File: src/rtl/gate_arbiter.sv
// gate_arbiter
//   Arbiter and sequencer for one shared bitwise AND unit. One of NREQ
//   requesters is picked, its operands are captured, and f = a & b is
//   computed and returned with the winner's index. The return uses a
//   valid/ready handshake.
//
//   Sequence: IDLE -(grant)-> EVAL -> RESULT -(f_ready)-> IDLE.
//   With f_ready held high, each service takes 3 cycles.
//
// Configuration macro:
//   GATE_ARB_FIXED_PRIO_EN  defined     : lowest-index active request wins
//                           not defined : round-robin starting after last_ptr
//
// Ports:
//   clk      in   single rising-edge clock
//   rst      in   synchronous active-high reset
//   req      in   [NREQ]        level request per requester
//   a_in     in   [NREQ*WIDTH]  operand A, requester i at [i*WIDTH +: WIDTH]
//   b_in     in   [NREQ*WIDTH]  operand B, same packing
//   gnt      out  [NREQ]        registered one-hot grant pulse (one cycle)
//   f_out    out  [WIDTH]       a & b of the granted requester
//   f_id     out  [clog2(NREQ)] index of the requester owning f_out
//   f_valid  out  result valid
//   f_ready  in   consumer accepts result
//   busy     out  high from grant until result accepted
module gate_arbiter #(
  parameter int NREQ  = 4,
  parameter int WIDTH = 8
) (
  input  logic                      clk,
  input  logic                      rst,
  input  logic [NREQ-1:0]           req,
  input  logic [NREQ*WIDTH-1:0]     a_in,
  input  logic [NREQ*WIDTH-1:0]     b_in,
  output logic [NREQ-1:0]           gnt,
  output logic [WIDTH-1:0]          f_out,
  output logic [$clog2(NREQ)-1:0]   f_id,
  output logic                      f_valid,
  input  logic                      f_ready,
  output logic                      busy
);

  localparam int ID_W = $clog2(NREQ);

  typedef enum logic [1:0] {
    IDLE   = 2'd0,
    EVAL   = 2'd1,
    RESULT = 2'd2
  } state_t;

  state_t            state_reg, state_next;
  logic [ID_W-1:0]   last_ptr_reg, last_ptr_next;
  logic [ID_W-1:0]   win_reg, win_next;
  logic [WIDTH-1:0]  a_cap_reg, a_cap_next;
  logic [WIDTH-1:0]  b_cap_reg, b_cap_next;
  logic [NREQ-1:0]   gnt_reg, gnt_next;
  logic [WIDTH-1:0]  f_out_reg, f_out_next;
  logic [ID_W-1:0]   f_id_reg, f_id_next;
  logic              f_valid_reg, f_valid_next;
  logic              busy_reg, busy_next;

  logic [WIDTH-1:0]  a_arr [NREQ];
  logic [WIDTH-1:0]  b_arr [NREQ];
  logic [ID_W-1:0]   rr_cand [NREQ];
  logic [ID_W-1:0]   win_idx;

  // Unpack operands. rr_cand[k] is the k-th index visited by the
  // round-robin search, which starts just after last_ptr.
  for (genvar gi = 0; gi < NREQ; gi++) begin : g_slice
    assign a_arr[gi]   = a_in[gi*WIDTH +: WIDTH];
    assign b_arr[gi]   = b_in[gi*WIDTH +: WIDTH];
    assign rr_cand[gi] = ID_W'((int'(last_ptr_reg) + gi + 1) % NREQ);
  end

  // Winner search. Scanning from the far end means the last hit is the
  // nearest one, so no break is needed.
  always_comb begin
    win_idx = '0;
`ifdef GATE_ARB_FIXED_PRIO_EN
    for (int i = NREQ - 1; i >= 0; i--) begin
      if (req[i]) win_idx = ID_W'(i);
    end
`else
    for (int k = NREQ - 1; k >= 0; k--) begin
      if (req[rr_cand[k]]) win_idx = rr_cand[k];
    end
`endif
  end

  always_comb begin
    state_next    = state_reg;
    last_ptr_next = last_ptr_reg;
    win_next      = win_reg;
    a_cap_next    = a_cap_reg;
    b_cap_next    = b_cap_reg;
    gnt_next      = '0;          // the grant is a single-cycle pulse
    f_out_next    = f_out_reg;
    f_id_next     = f_id_reg;
    f_valid_next  = f_valid_reg;
    busy_next     = busy_reg;
    case (state_reg)
      IDLE: begin
        if (|req) begin
          win_next      = win_idx;
          last_ptr_next = win_idx;
          a_cap_next    = a_arr[win_idx];
          b_cap_next    = b_arr[win_idx];
          gnt_next      = NREQ'(1) << win_idx;
          busy_next     = 1'b1;
          state_next    = EVAL;
        end
      end
      EVAL: begin
        f_out_next   = a_cap_reg & b_cap_reg;
        f_id_next    = win_reg;
        f_valid_next = 1'b1;
        state_next   = RESULT;
      end
      RESULT: begin
        if (f_ready) begin
          f_valid_next = 1'b0;
          busy_next    = 1'b0;
          state_next   = IDLE;
        end
      end
      default: begin
        f_valid_next = 1'b0;
        busy_next    = 1'b0;
        state_next   = IDLE;
      end
    endcase
  end

  always_ff @(posedge clk) begin
    if (rst) begin
      state_reg    <= IDLE;
      last_ptr_reg <= ID_W'(NREQ - 1);
      win_reg      <= '0;
      a_cap_reg    <= '0;
      b_cap_reg    <= '0;
      gnt_reg      <= '0;
      f_out_reg    <= '0;
      f_id_reg     <= '0;
      f_valid_reg  <= 1'b0;
      busy_reg     <= 1'b0;
    end else begin
      state_reg    <= state_next;
      last_ptr_reg <= last_ptr_next;
      win_reg      <= win_next;
      a_cap_reg    <= a_cap_next;
      b_cap_reg    <= b_cap_next;
      gnt_reg      <= gnt_next;
      f_out_reg    <= f_out_next;
      f_id_reg     <= f_id_next;
      f_valid_reg  <= f_valid_next;
      busy_reg     <= busy_next;
    end
  end

  assign gnt     = gnt_reg;
  assign f_out   = f_out_reg;
  assign f_id    = f_id_reg;
  assign f_valid = f_valid_reg;
  assign busy    = busy_reg;

endmodule

File: config.mk
export PLATFORM = sky130hd
export DESIGN_NAME = gate_arbiter
export DESIGN_NICKNAME = d
export VERILOG_FILES = /design/src/rtl/gate_arbiter.sv
export SDC_FILE = /design/constraint.sdc
export NUM_CORES = 1
export LEC_CHECK = 0
export BUFFER_PORTS_ARGS = -buffer_cell sky130_fd_sc_hd__buf_2
export CAP_MARGIN = 20
export CORE_MARGIN = 5
export CORE_UTILIZATION = 43
export CTS_CLUSTER_SIZE = 20
export DETAILED_ROUTE_END_ITERATION = 8
export PLACE_DENSITY_LB_ADDON = 0.3
export SLEW_MARGIN = 20
export SYNTH_ARGS = -nofsm -noshare
export SYNTH_HDL_FRONTEND = slang
export SYNTH_SLANG_ARGS = --single-unit
File: constraint.sdc
create_clock -name clk -period 1.8 [get_ports clk]
set_input_delay 0.54 -clock clk [delete_from_list [all_inputs] [get_ports clk]]
set_output_delay 0.54 -clock clk [all_outputs]
set_load 0.01 [all_outputs]
==> results.toml, run 1 <==
[synthesis]
synth_largest_area_cell = "sky130_fd_sc_hd__dfxtp_1"
mappedNetlistArea_um2 = 2038
synthesis.nets = 305
yosysSeqAreaShare_pct = 37.32
synth_edf_count = 0
syn_avg_cell_area_um2 = 8.710
synth_top_cell_area_share_pct = 37.32
post_synth_num_cell_types = 33
synthesis.instances = 234
synth_seq_cells = 38
yosys-top-cells-area = "sky130_fd_sc_hd__dfxtp_1, sky130_fd_sc_hd__mux2i_1, sky130_fd_sc_hd__a21o_1"
async_sr_flop_fraction_pct = 0
postSynth.topFlopCell = "sky130_fd_sc_hd__dfxtp_1"
yosysWarnings = 0

[clock_network]
clock_slew_at_the_register_clock_pins_of_the_worst_setup_and_hold_paths_ns = 0.08
htree_num_levels = 2
postCtsResizedCells = 0
max_root_sink_buffers = 2
clock_buffers_created_by_tritoncts = 5
clkLatencyLatePin_ns = 0.29
clock-sinks = 38
cts_hold_buf = 0
postCtsSetupRepairBufs = 0
cts-root-buf = "sky130_fd_sc_hd__clkbuf_8"
tritoncts = "done"

[sta]
worst_hold_slack_ns = 0.4502
final_hold_vios = 0
max_clock_skew_ns = 0.006322
min_period_over_period_pct = 92.76
maxSlewViolCount = 0
timing.fmax_mhz = 598.9
finalWorstSetupSlack_ns = 0.1302
worst_pin_slew_ns = 0.4284
min_period_ns = 1.670
slew_headroom_pct = 71.22
final.setup.tns_ns = 0
rsz0062_at_grt = "false"
setup_viol = 0

[layout]
ff_latch_area_um2 = 760.7
synth_to_final_area_change_pct = 34.44
final_layout_size_suffix_gt1_share_pct = 38.84
utilization_pct = 58.79
finish.cell_count_without_fillers = 381
antenna-diode-count = 0
final_net_count = 397
layout_commonest_cell = "sky130_fd_sc_hd__buf_2"
finish.instance_area_um2 = 2740
layout_common_cells = "sky130_fd_sc_hd__buf_2, sky130_fd_sc_hd__dfxtp_1, sky130_fd_sc_hd__nand2_1"
fillerInstances = 425
multi_input_comb_area_um2 = 1166

[drt]
drt_iter0_markers = 139
routed-via-count = 2059
wl_mm = 5.662
post_drt_via_cell_ratio = 5.404
dr.pass1.iters = 6
drc_errors = 0
detail_route.wl_per_cell_um = 14.86
ant_nets = 0

[worst_setup_path]
cp-start-kind = "flip-flop"
timing_worst_setup_path_type = "flip-flop to flip-flop"
required_ns = 1.98
path_max_fanout = 18
timing.reg2reg.setup_slack_ns = 0.13
worstSetupEndpointType = "flip-flop"
worst_ep_arrival_time_ns = 1.85

[die]
placeable_area_um2 = 4661
die_area_um2 = 6217
io-pin-count = 87
chipHeight_um = 78.85
floorplan.rows = 25
start_util_pct = 43.73
chipWidth_um = 78.85

[placed_design]
dp_slack_ns = -0.1490
dp_cells = 373
post-dp-hpwl_mm = 4.424
placement.cell_area_um2 = 2626
place.port_buffers = 86
gp_routability_congestion = 0.9202

[run_status]
outcome = "finished, final reports clean"

[grt]
grt.overflow.total = 0
antenna_violations_before_repair = 0
wire_length_of_the_first_global_routing_pass_mm = 9.266
gr-usage-all-layers_pct = 18.77
maximum_number_of_pins_on_one_net_before_global_route_repair = 19
first_global_vias = 1991

[power_and_ir_drop]
power_density_nw_per_um2 = 872.5
vdd_ir_drop_max_mv = 0.4542
leakage_nw = 1.276
report.power.total_mw = 2.391

[worst_hold_path]
hold_path_class = "flip-flop to flip-flop"

[job]
drv.max_cap_violation_count = 0
worst max-delay path, stage by stage, from the launching register on:
cell	delay, ns
sky130_fd_sc_hd__dfxtp_1	0.44
sky130_fd_sc_hd__nand2b_1	0.19
sky130_fd_sc_hd__a21oi_2	0.09
sky130_fd_sc_hd__nor3_4	0.20
sky130_fd_sc_hd__buf_12	0.20
sky130_fd_sc_hd__mux2i_1	0.33
sky130_fd_sc_hd__o211ai_2	0.10
cells in the mapped netlist, types with 2 or more instances:
library cell	n
sky130_fd_sc_hd__dfxtp_1	38
sky130_fd_sc_hd__nand2_1	32
sky130_fd_sc_hd__a21o_1	17
sky130_fd_sc_hd__mux2i_1	16
sky130_fd_sc_hd__nand4_1	16
sky130_fd_sc_hd__o31ai_1	16
sky130_fd_sc_hd__a21oi_1	14
sky130_fd_sc_hd__nor2_1	13
sky130_fd_sc_hd__clkbuf_1	9
sky130_fd_sc_hd__nand3_1	9
sky130_fd_sc_hd__o211ai_1	8
sky130_fd_sc_hd__o211ai_2	8
sky130_fd_sc_hd__buf_2	6
sky130_fd_sc_hd__nand2b_1	5
sky130_fd_sc_hd__nor2b_1	3
sky130_fd_sc_hd__nor3_1	3
sky130_fd_sc_hd__buf_6	2
sky130_fd_sc_hd__o21a_1	2
sky130_fd_sc_hd__o21ai_1	2
sky130_fd_sc_hd__o22ai_1	2
per-layer routing:
layer	track usage, %	vias up	share of wire, %
met5	0	-	0
met4	8.591	0	2.5
met3	3.855	14	7.3
met2	28.35	65	47
met1	25.68	938	43
li1	-	1042	-
final timing paths:
| kind | start | end | cells past startpoint |
|---|---|---|---|
| max | last_ptr_reg[0]$_SDFFE_PP1N_ | a_cap_reg[2]$_SDFFE_PP0N_ | 6 |
| min | f_out[0]$_SDFFE_PP0P_ | f_out[0]$_SDFFE_PP0P_ | 2 |
| max reg2reg | last_ptr_reg[0]$_SDFFE_PP1N_ | a_cap_reg[2]$_SDFFE_PP0N_ | 6 |
| min reg2reg | f_out[0]$_SDFFE_PP0P_ | f_out[0]$_SDFFE_PP0P_ | 2 |
power breakdown:
group | switching [mW] | internal (mW)
Combinational | 0.339 | 0.328
Clock | 0.305 | 0.412
Sequential | 0.0662 | 0.940
final cells by class:
class / instances / area share [%]
Timing Repair Buffer: 104 / 22.92
Clock inverter: 3 / 1.644
Multi-Input combinational cell: 176 / 42.56
Sequential cell: 38 / 27.76
Clock buffer: 5 / 2.511
Tap cell: 54 / 2.466
Inverter: 1 / 0.1370
logic make-up after synthesis:
kind of cell	after synthesis	synth area share [%]
muxes	16	7.857
AOI/OAI and AO/OA	73	26.77
and+or+nand+nor	87	22.28
buffers and inverters	20	5.770
DFF	38	37.32
Note: power is estimated with default switching activity, not from simulation.
==> run 2, diff against run 1 <==
--- a/config.mk
+++ b/config.mk
@@ -5,6 +5,7 @@
 export SDC_FILE = /design/constraint.sdc
 export NUM_CORES = 1
 export LEC_CHECK = 0
+export ABC_AREA = 1
 export BUFFER_PORTS_ARGS = -buffer_cell sky130_fd_sc_hd__buf_2
 export CAP_MARGIN = 20
 export CORE_MARGIN = 5
@@ -12,6 +13,7 @@
 export CTS_CLUSTER_SIZE = 20
 export DETAILED_ROUTE_END_ITERATION = 8
 export PLACE_DENSITY_LB_ADDON = 0.3
+export SETUP_SLACK_MARGIN = 0.3
 export SLEW_MARGIN = 20
 export SYNTH_ARGS = -nofsm -noshare
 export SYNTH_HDL_FRONTEND = slang
==> results.toml, run 2 <==
[synthesis]
yosysSeqAreaShare_pct = 37.51
yosys.cell_count.top_type = "sky130_fd_sc_hd__nand2_1"
synth_edf_count = 0
synth_seq_cells = 38
yosys-top-cells-area = "sky130_fd_sc_hd__dfxtp_1, sky130_fd_sc_hd__nand3_1, sky130_fd_sc_hd__nand2_1"
yosysWarnings = 0
synth.cells.most_frequent = "sky130_fd_sc_hd__nand2_1, sky130_fd_sc_hd__nand3_1, sky130_fd_sc_hd__dfxtp_1"
mappedNetlistArea_um2 = 2028
postSynth.topFlopCell = "sky130_fd_sc_hd__dfxtp_1"
synthesis.nets = 377
synth_largest_area_cell = "sky130_fd_sc_hd__dfxtp_1"
async_sr_flop_fraction_pct = 0
synthesis.instances = 306
synth_top_cell_area_share_pct = 37.51
post_synth_num_cell_types = 25
syn_avg_cell_area_um2 = 6.628

[drt]
wl_mm = 6.750
drc_errors = 0
routed-via-count = 2497
dr.pass1.iters = 4
dr_wl_met3_um = 510
wirelength_met1_mm = 2.590
detail_route.wl_per_cell_um = 14.58
post_drt_via_cell_ratio = 5.393
drt_iter0_markers = 142
wl_met2_mm = 3.519
maxUsedRoutingLayer = "met4"
ant_nets = 0

[clock_network]
max_root_sink_buffers = 2
clock-sinks = 38
clock_buffers_created_by_tritoncts = 5
cts-root-buf = "sky130_fd_sc_hd__clkbuf_8"
htree_num_levels = 2
tritoncts = "done"
clkLatencyLatePin_ns = 0.29
clock_slew_at_the_register_clock_pins_of_the_worst_setup_and_hold_paths_ns = 0.08
cts_hold_buf = 0

[placed_design]
gp_routability_congestion = 0.8756
dp_slack_ns = -0.1238
post-dp-hpwl_mm = 4.413
place.port_buffers = 86
placement.cell_area_um2 = 2686

[power_and_ir_drop]
internal-power_mw = 3.456
switching_share_pct = 46.79
power_density_nw_per_um2 = 2005
pwr-share-seq_pct = 20.1
power.share.combinational_pct = 69.0
p_switching_mw = 3.039
leakage_nw = 1.604
clock_power_share_pct = 10.9
vdd_ir_drop_max_mv = 1.152

[layout]
synth_to_final_area_change_pct = 59.72
final_net_count = 479
finish.instance_area_um2 = 3239
final_layout_size_suffix_gt1_share_pct = 50.86
layout_commonest_cell = "sky130_fd_sc_hd__buf_2"
fillerInstances = 360
antenna-diode-count = 0
layout_common_cells = "sky130_fd_sc_hd__buf_2, sky130_fd_sc_hd__nand2_1, sky130_fd_sc_hd__nand3_1"
multi_input_comb_area_um2 = 1416
utilization_pct = 69.50
ff_latch_area_um2 = 768.2

[die]
placeable_area_um2 = 4661
floorplan.rows = 25
io-pin-count = 87
die_area_um2 = 6191
start_util_pct = 43.52
chipWidth_um = 78.68
chipHeight_um = 78.68

[worst_setup_path]
reg2reg_to = "b_cap_reg[1]$_SDFFE_PP0N_"
timing.reg2reg.setup_slack_ns = 0.09
cp-start-kind = "flip-flop"
reg2regPathDepth = 14
worst_ep_arrival_time_ns = 1.91
r2r-start = "last_ptr_reg[0]$_SDFFE_PP1N_"
cpMaxStageDelayCell = "sky130_fd_sc_hd__dfxtp_4"
required_ns = 2.00
crit_path_frequent_cell = "sky130_fd_sc_hd__nand2_1"
timing_worst_setup_path_type = "flip-flop to flip-flop"
cp_cell_sequence = "buf_6 > nand2_4 > o21ai_4 > nand2_1 > nand2_1 > inv_2 > nand2_2 > nand2_4 > nand2_8 > buf_12 > nand2_1 > nand3_2 > nand3_2 > nand2_1"
cp_slowest_stage_delay_ns = 0.38
path_max_fanout = 8
worstSetupEndpointType = "flip-flop"

[sta]
min_period_ns = 1.713
worst_pin_slew_ns = 0.2929
rsz0062_at_grt = "true"
setup_viol = 0
maxSlewViolCount = 0
max_clock_skew_ns = 0.01203
final_hold_vios = 0
finalWorstSetupSlack_ns = 0.08682
timing.fmax_mhz = 583.7
slew_headroom_pct = 80.45
min_period_over_period_pct = 95.18

[grt]
gr-usage-all-layers_pct = 20.29
first_global_vias = 2361
antenna_violations_before_repair = 0
wire_length_of_the_first_global_routing_pass_mm = 10.14
grt.overflow.total = 0
maximum_number_of_pins_on_one_net_before_global_route_repair = 33

[worst_hold_path]
hold_path_class = "flip-flop to flip-flop"
hold_path.startpoint = "a_cap_reg[5]$_SDFFE_PP0N_"
min_to = "a_cap_reg[5]$_SDFFE_PP0N_"
hold-path-cell-count = 2

[job]
drv.max_cap_violation_count = 0

[run_status]
outcome = "finished, final reports clean"
## run 2: changes by cell type in the layout (fill, tap and decap cells not counted), sizes merged, moves of 7 or more
cell,delta
o211ai,-16
nand4,-15
a21o,-17
inv,+15
nand2,+74
nand3,+84
mux2i,-16
o31ai,-16
buf,+7
## run 2: kinds of logic (layout without fill, tap and decap cells)
kind of cell,Yosys count,in the layout,share of synthesized area [%]
AND/OR/NAND/NOR,213,213,48.00
AO/OA/AOI/OAI,20,20,5.244
flip-flops,38,38,37.51
buffers and inverters,35,138,9.254
## run 2: area by class of cell
class                   count  area share [%]
inverters                  17           3.592
clock inverters             2           1.159
repair inverters            1          0.2704
multi-input cells         233           43.72
repair buffers            112           23.21
flip-flops and latches     38           23.72
well taps                  54           2.086
clock buffers               6           2.240
## run 2: power by group through the flow
stage	combinational [mW]	clock (mW)	sequential, mW
2_1_floorplan	2.32	0	1.28
6_report	4.48	0.708	1.30
4_1_cts	3.48	0.718	1.30
5_1_grt	4.87	0.760	1.33
3_3_place_gp	2.95	0	1.30
3_5_place_dp	2.98	0	1.30
## run 2: critical path, delay by kind of cell, from the launching register on
family / cells / cell delay [ns]
AND/OR/NAND/NOR: 10 / 0.79
flip-flops: 1 / 0.38
AO/OA/AOI/OAI: 1 / 0.06
buffers and inverters: 3 / 0.39
## run 2: per-stage QoR
stage / instances / hold WS (ns) / power, mW / setup TNS [ns]
after floorplan: 306 / 0.4195 / 3.600 / 0
after global placement: 447 / 0.4385 / 4.248 / -0.8167
after detailed placement: 447 / 0.4423 / 4.284 / -1.358
after CTS: 458 / 0.4581 / 5.498 / 0
after global routing: 463 / 0.4734 / 6.962 / -0.006959
final: 463 / 0.4546 / 6.496 / 0
## run 2: layer usage
layer,up-vias,GRT usage (%)
met1,1154,23.42
met4,0,5.070
met2,109,36.33
li1,1218,-
met3,16,6.078
met5,-,0
## run 2: what timing repair did
item,4_1_cts,5_1_grt
gates cloned,2,2
buffers inserted,1,3
pin swaps,10,34
hold endpoints to repair,0,0
gates resized for setup,17,70
setup endpoints to repair,24,24
## run 2: worst max path at each step
stage / start / end / slack (ns) / depth (start not counted)
detailed placement: req[2] / a_cap_reg[1]$_SDFFE_PP0N_ / -0.12 / 15
CTS: last_ptr_reg[0]$_SDFFE_PP1N_ / a_cap_reg[1]$_SDFFE_PP0N_ / 0.14 / 14
floorplan: req[3] / a_cap_reg[2]$_SDFFE_PP0N_ / 0.23 / 14
finish: last_ptr_reg[0]$_SDFFE_PP1N_ / b_cap_reg[1]$_SDFFE_PP0N_ / 0.09 / 14
global placement: req[3] / a_cap_reg[1]$_SDFFE_PP0N_ / -0.09 / 14
global route: last_ptr_reg[0]$_SDFFE_PP1N_ / b_cap_reg[1]$_SDFFE_PP0N_ / -0.007 / 14
==> run 3, diff against run 2 <==
--- a/config.mk
+++ b/config.mk
@@ -12,6 +12,7 @@
 export CORE_UTILIZATION = 43
 export CTS_CLUSTER_SIZE = 20
 export DETAILED_ROUTE_END_ITERATION = 8
+export GPL_TIMING_DRIVEN = 0
 export PLACE_DENSITY_LB_ADDON = 0.3
 export SETUP_SLACK_MARGIN = 0.3
 export SLEW_MARGIN = 20
==> results.toml, run 3 (same netlist as run 2, synthesis figures left out) <==
[worst_hold_path]
hold_path.startpoint = "a_cap_reg[7]$_SDFFE_PP0N_"
min_to = "a_cap_reg[7]$_SDFFE_PP0N_"
hold_path_class = "flip-flop to flip-flop"
hold-path-cell-count = 2

[power_and_ir_drop]
pwr-share-seq_pct = 16.3
clock_power_share_pct = 11.4
power_density_nw_per_um2 = 2231
vdd_ir_drop_max_mv = 1.304
internal-power_mw = 4.197
p_switching_mw = 3.671
report.power.total_mw = 7.868
switching_share_pct = 46.66
leakage_nw = 1.767
power.share.combinational_pct = 72.3

[worst_setup_path]
cp-start-kind = "flip-flop"
worstSetupEndpointType = "flip-flop"
timing.reg2reg.setup_slack_ns = -0.02
timing_worst_setup_path_type = "flip-flop to flip-flop"
worst_ep_arrival_time_ns = 2.04
reg2reg_to = "win_reg[0]$_SDFFE_PP0N_"
path_max_fanout = 8
cpMaxStageDelayCell = "sky130_fd_sc_hd__dfxtp_2"
cp_cell_sequence = "buf_12 > buf_6 > nand2_4 > nand3_2 > nand2_1 > inv_2 > nand2_4 > nand3_4 > nand2_8 > buf_12 > buf_12 > inv_6 > o22ai_1"
crit_path_frequent_cell = "sky130_fd_sc_hd__buf_12"
reg2regPathDepth = 13
cp_slowest_stage_delay_ns = 0.33
required_ns = 2.02
r2r-start = "last_ptr_reg[0]$_SDFFE_PP1N_"

[grt]
grt.overflow.total = 0
maximum_number_of_pins_on_one_net_before_global_route_repair = 13
wire_length_of_the_first_global_routing_pass_mm = 10.76
gr-usage-all-layers_pct = 21.78
first_global_vias = 2466
antenna_violations_before_repair = 0

[clock_network]
cts_hold_buf = 0
clock-sinks = 38
tritoncts = "done"
clock_slew_at_the_register_clock_pins_of_the_worst_setup_and_hold_paths_ns = 0.08
clock_buffers_created_by_tritoncts = 5
cts-root-buf = "sky130_fd_sc_hd__clkbuf_8"
clkLatencyLatePin_ns = 0.29
htree_num_levels = 2
max_root_sink_buffers = 2

[placed_design]
gp_routability_congestion = 0.8916
place.port_buffers = 86
dp_slack_ns = -0.1678
dp_cells = 446
post-dp-hpwl_mm = 4.605

[drt]
routed-via-count = 2617
dr.pass1.iters = 4
drt_iter0_markers = 224
wl_mm = 7.965
drc_errors = 0
ant_nets = 0
post_drt_via_cell_ratio = 5.533
detail_route.wl_per_cell_um = 16.84

[sta]
min_period_over_period_pct = 101.2
rsz0062_at_grt = "true"
maxSlewViolCount = 0
final_hold_vios = 0
min_period_ns = 1.821
worst_pin_slew_ns = 0.4073
setup_viol = 5
finalWorstSetupSlack_ns = -0.02076
max_clock_skew_ns = 0.009339
slew_headroom_pct = 72.85
timing.fmax_mhz = 549.2

[die]
chipWidth_um = 78.68
placeable_area_um2 = 4661
start_util_pct = 43.52
floorplan.rows = 25
die_area_um2 = 6191
io-pin-count = 87
chipHeight_um = 78.68

[layout]
finish.cell_count_without_fillers = 473
final_layout_size_suffix_gt1_share_pct = 59.19
layout_commonest_cell = "sky130_fd_sc_hd__buf_2"
layout_common_cells = "sky130_fd_sc_hd__buf_2, sky130_fd_sc_hd__nand2_1, sky130_fd_sc_hd__nand3_2"
antenna-diode-count = 0
synth_to_final_area_change_pct = 73.90
final_net_count = 489

[job]
drv.max_cap_violation_count = 0

[run_status]
outcome = "finished, violations left"
violations = "setup timing"
-- run 3: cell types whose count changed in the layout (fill, tap and decap cells not counted), sizes merged --
cell,previous run,this run
inv,16,15
bufinv,1,2
clkinvlp,1,0
clkbuf,7,12
buf,111,117
-- run 3: area by class of cell --
class / count / area, um^2
clock buffers: 6 / 82.58
plain buffers: 18 / 171.4
clock inverters: 2 / 60.06
flip-flops and latches: 38 / 763.2
repair buffers: 105 / 659.4
well taps: 54 / 67.56
multi-input cells: 233 / 1595
inverters: 17 / 127.6
fillers: 319 / 1134
-- run 3: power groups by stage --
stage / combinational (mW) / clock (mW) / sequential [mW]
2_1_floorplan: 2.32 / 0 / 1.28
3_5_place_dp: 2.99 / 0 / 1.28
5_1_grt: 6.01 / 0.950 / 1.31
4_1_cts: 4.00 / 0.902 / 1.27
3_3_place_gp: 2.95 / 0 / 1.27
6_report: 5.68 / 0.897 / 1.29
-- run 3: stage by stage --
stage | util, % | area [um^2] | setup TNS, ns | hold slack (ns)
finish | 75.68 | 3527 | -0.05325 | 0.4537
global route | 75.68 | 3527 | -1.119 | 0.4668
CTS | 66.15 | 3083 | 0 | 0.4511
detailed placement | 56.43 | 2630 | -2.360 | 0.4404
global placement | 56.43 | 2630 | -2.068 | 0.4308
floorplan | - | 2132 | 0 | 0.4195
-- run 3: worst max-delay path by stage --
stage | startpoint | slack (ns) | endpoint
floorplan | req[3] | 0.23 | a_cap_reg[2]$_SDFFE_PP0N_
global placement | req[1] | -0.15 | b_cap_reg[7]$_SDFFE_PP0N_
detailed placement | req[1] | -0.17 | b_cap_reg[7]$_SDFFE_PP0N_
CTS | last_ptr_reg[0]$_SDFFE_PP1N_ | 0.10 | b_cap_reg[6]$_SDFFE_PP0N_
global route | last_ptr_reg[0]$_SDFFE_PP1N_ | -0.11 | win_reg[0]$_SDFFE_PP0N_
finish | last_ptr_reg[0]$_SDFFE_PP1N_ | -0.02 | win_reg[0]$_SDFFE_PP0N_
-- run 3: timing repair --
action	CTS	global route
setup endpoints to repair	24	32
pin swaps	35	36
setup buffers	6	9
gates resized for setup	61	86
gates cloned	2	2
-- run 3: worst max-delay path: cells and delay by family, from the launching register on --
| kind | cells | cell delay [ns] |
|---|---|---|
| simple gates | 6 | 0.64 |
| buf+inv | 6 | 0.63 |
| flops | 1 | 0.33 |
| compound gates | 1 | 0.13 |
-- run 3: per-layer routing --
metal  vias to the layer above  GRT usage (%)  wire length [um]
met4                         0          8.217               259
met3                        30          5.963               521
li1                       1232              -                 -
met5                         -              0                 0
met2                       117          37.44              4171
met1                      1238          25.67              3013
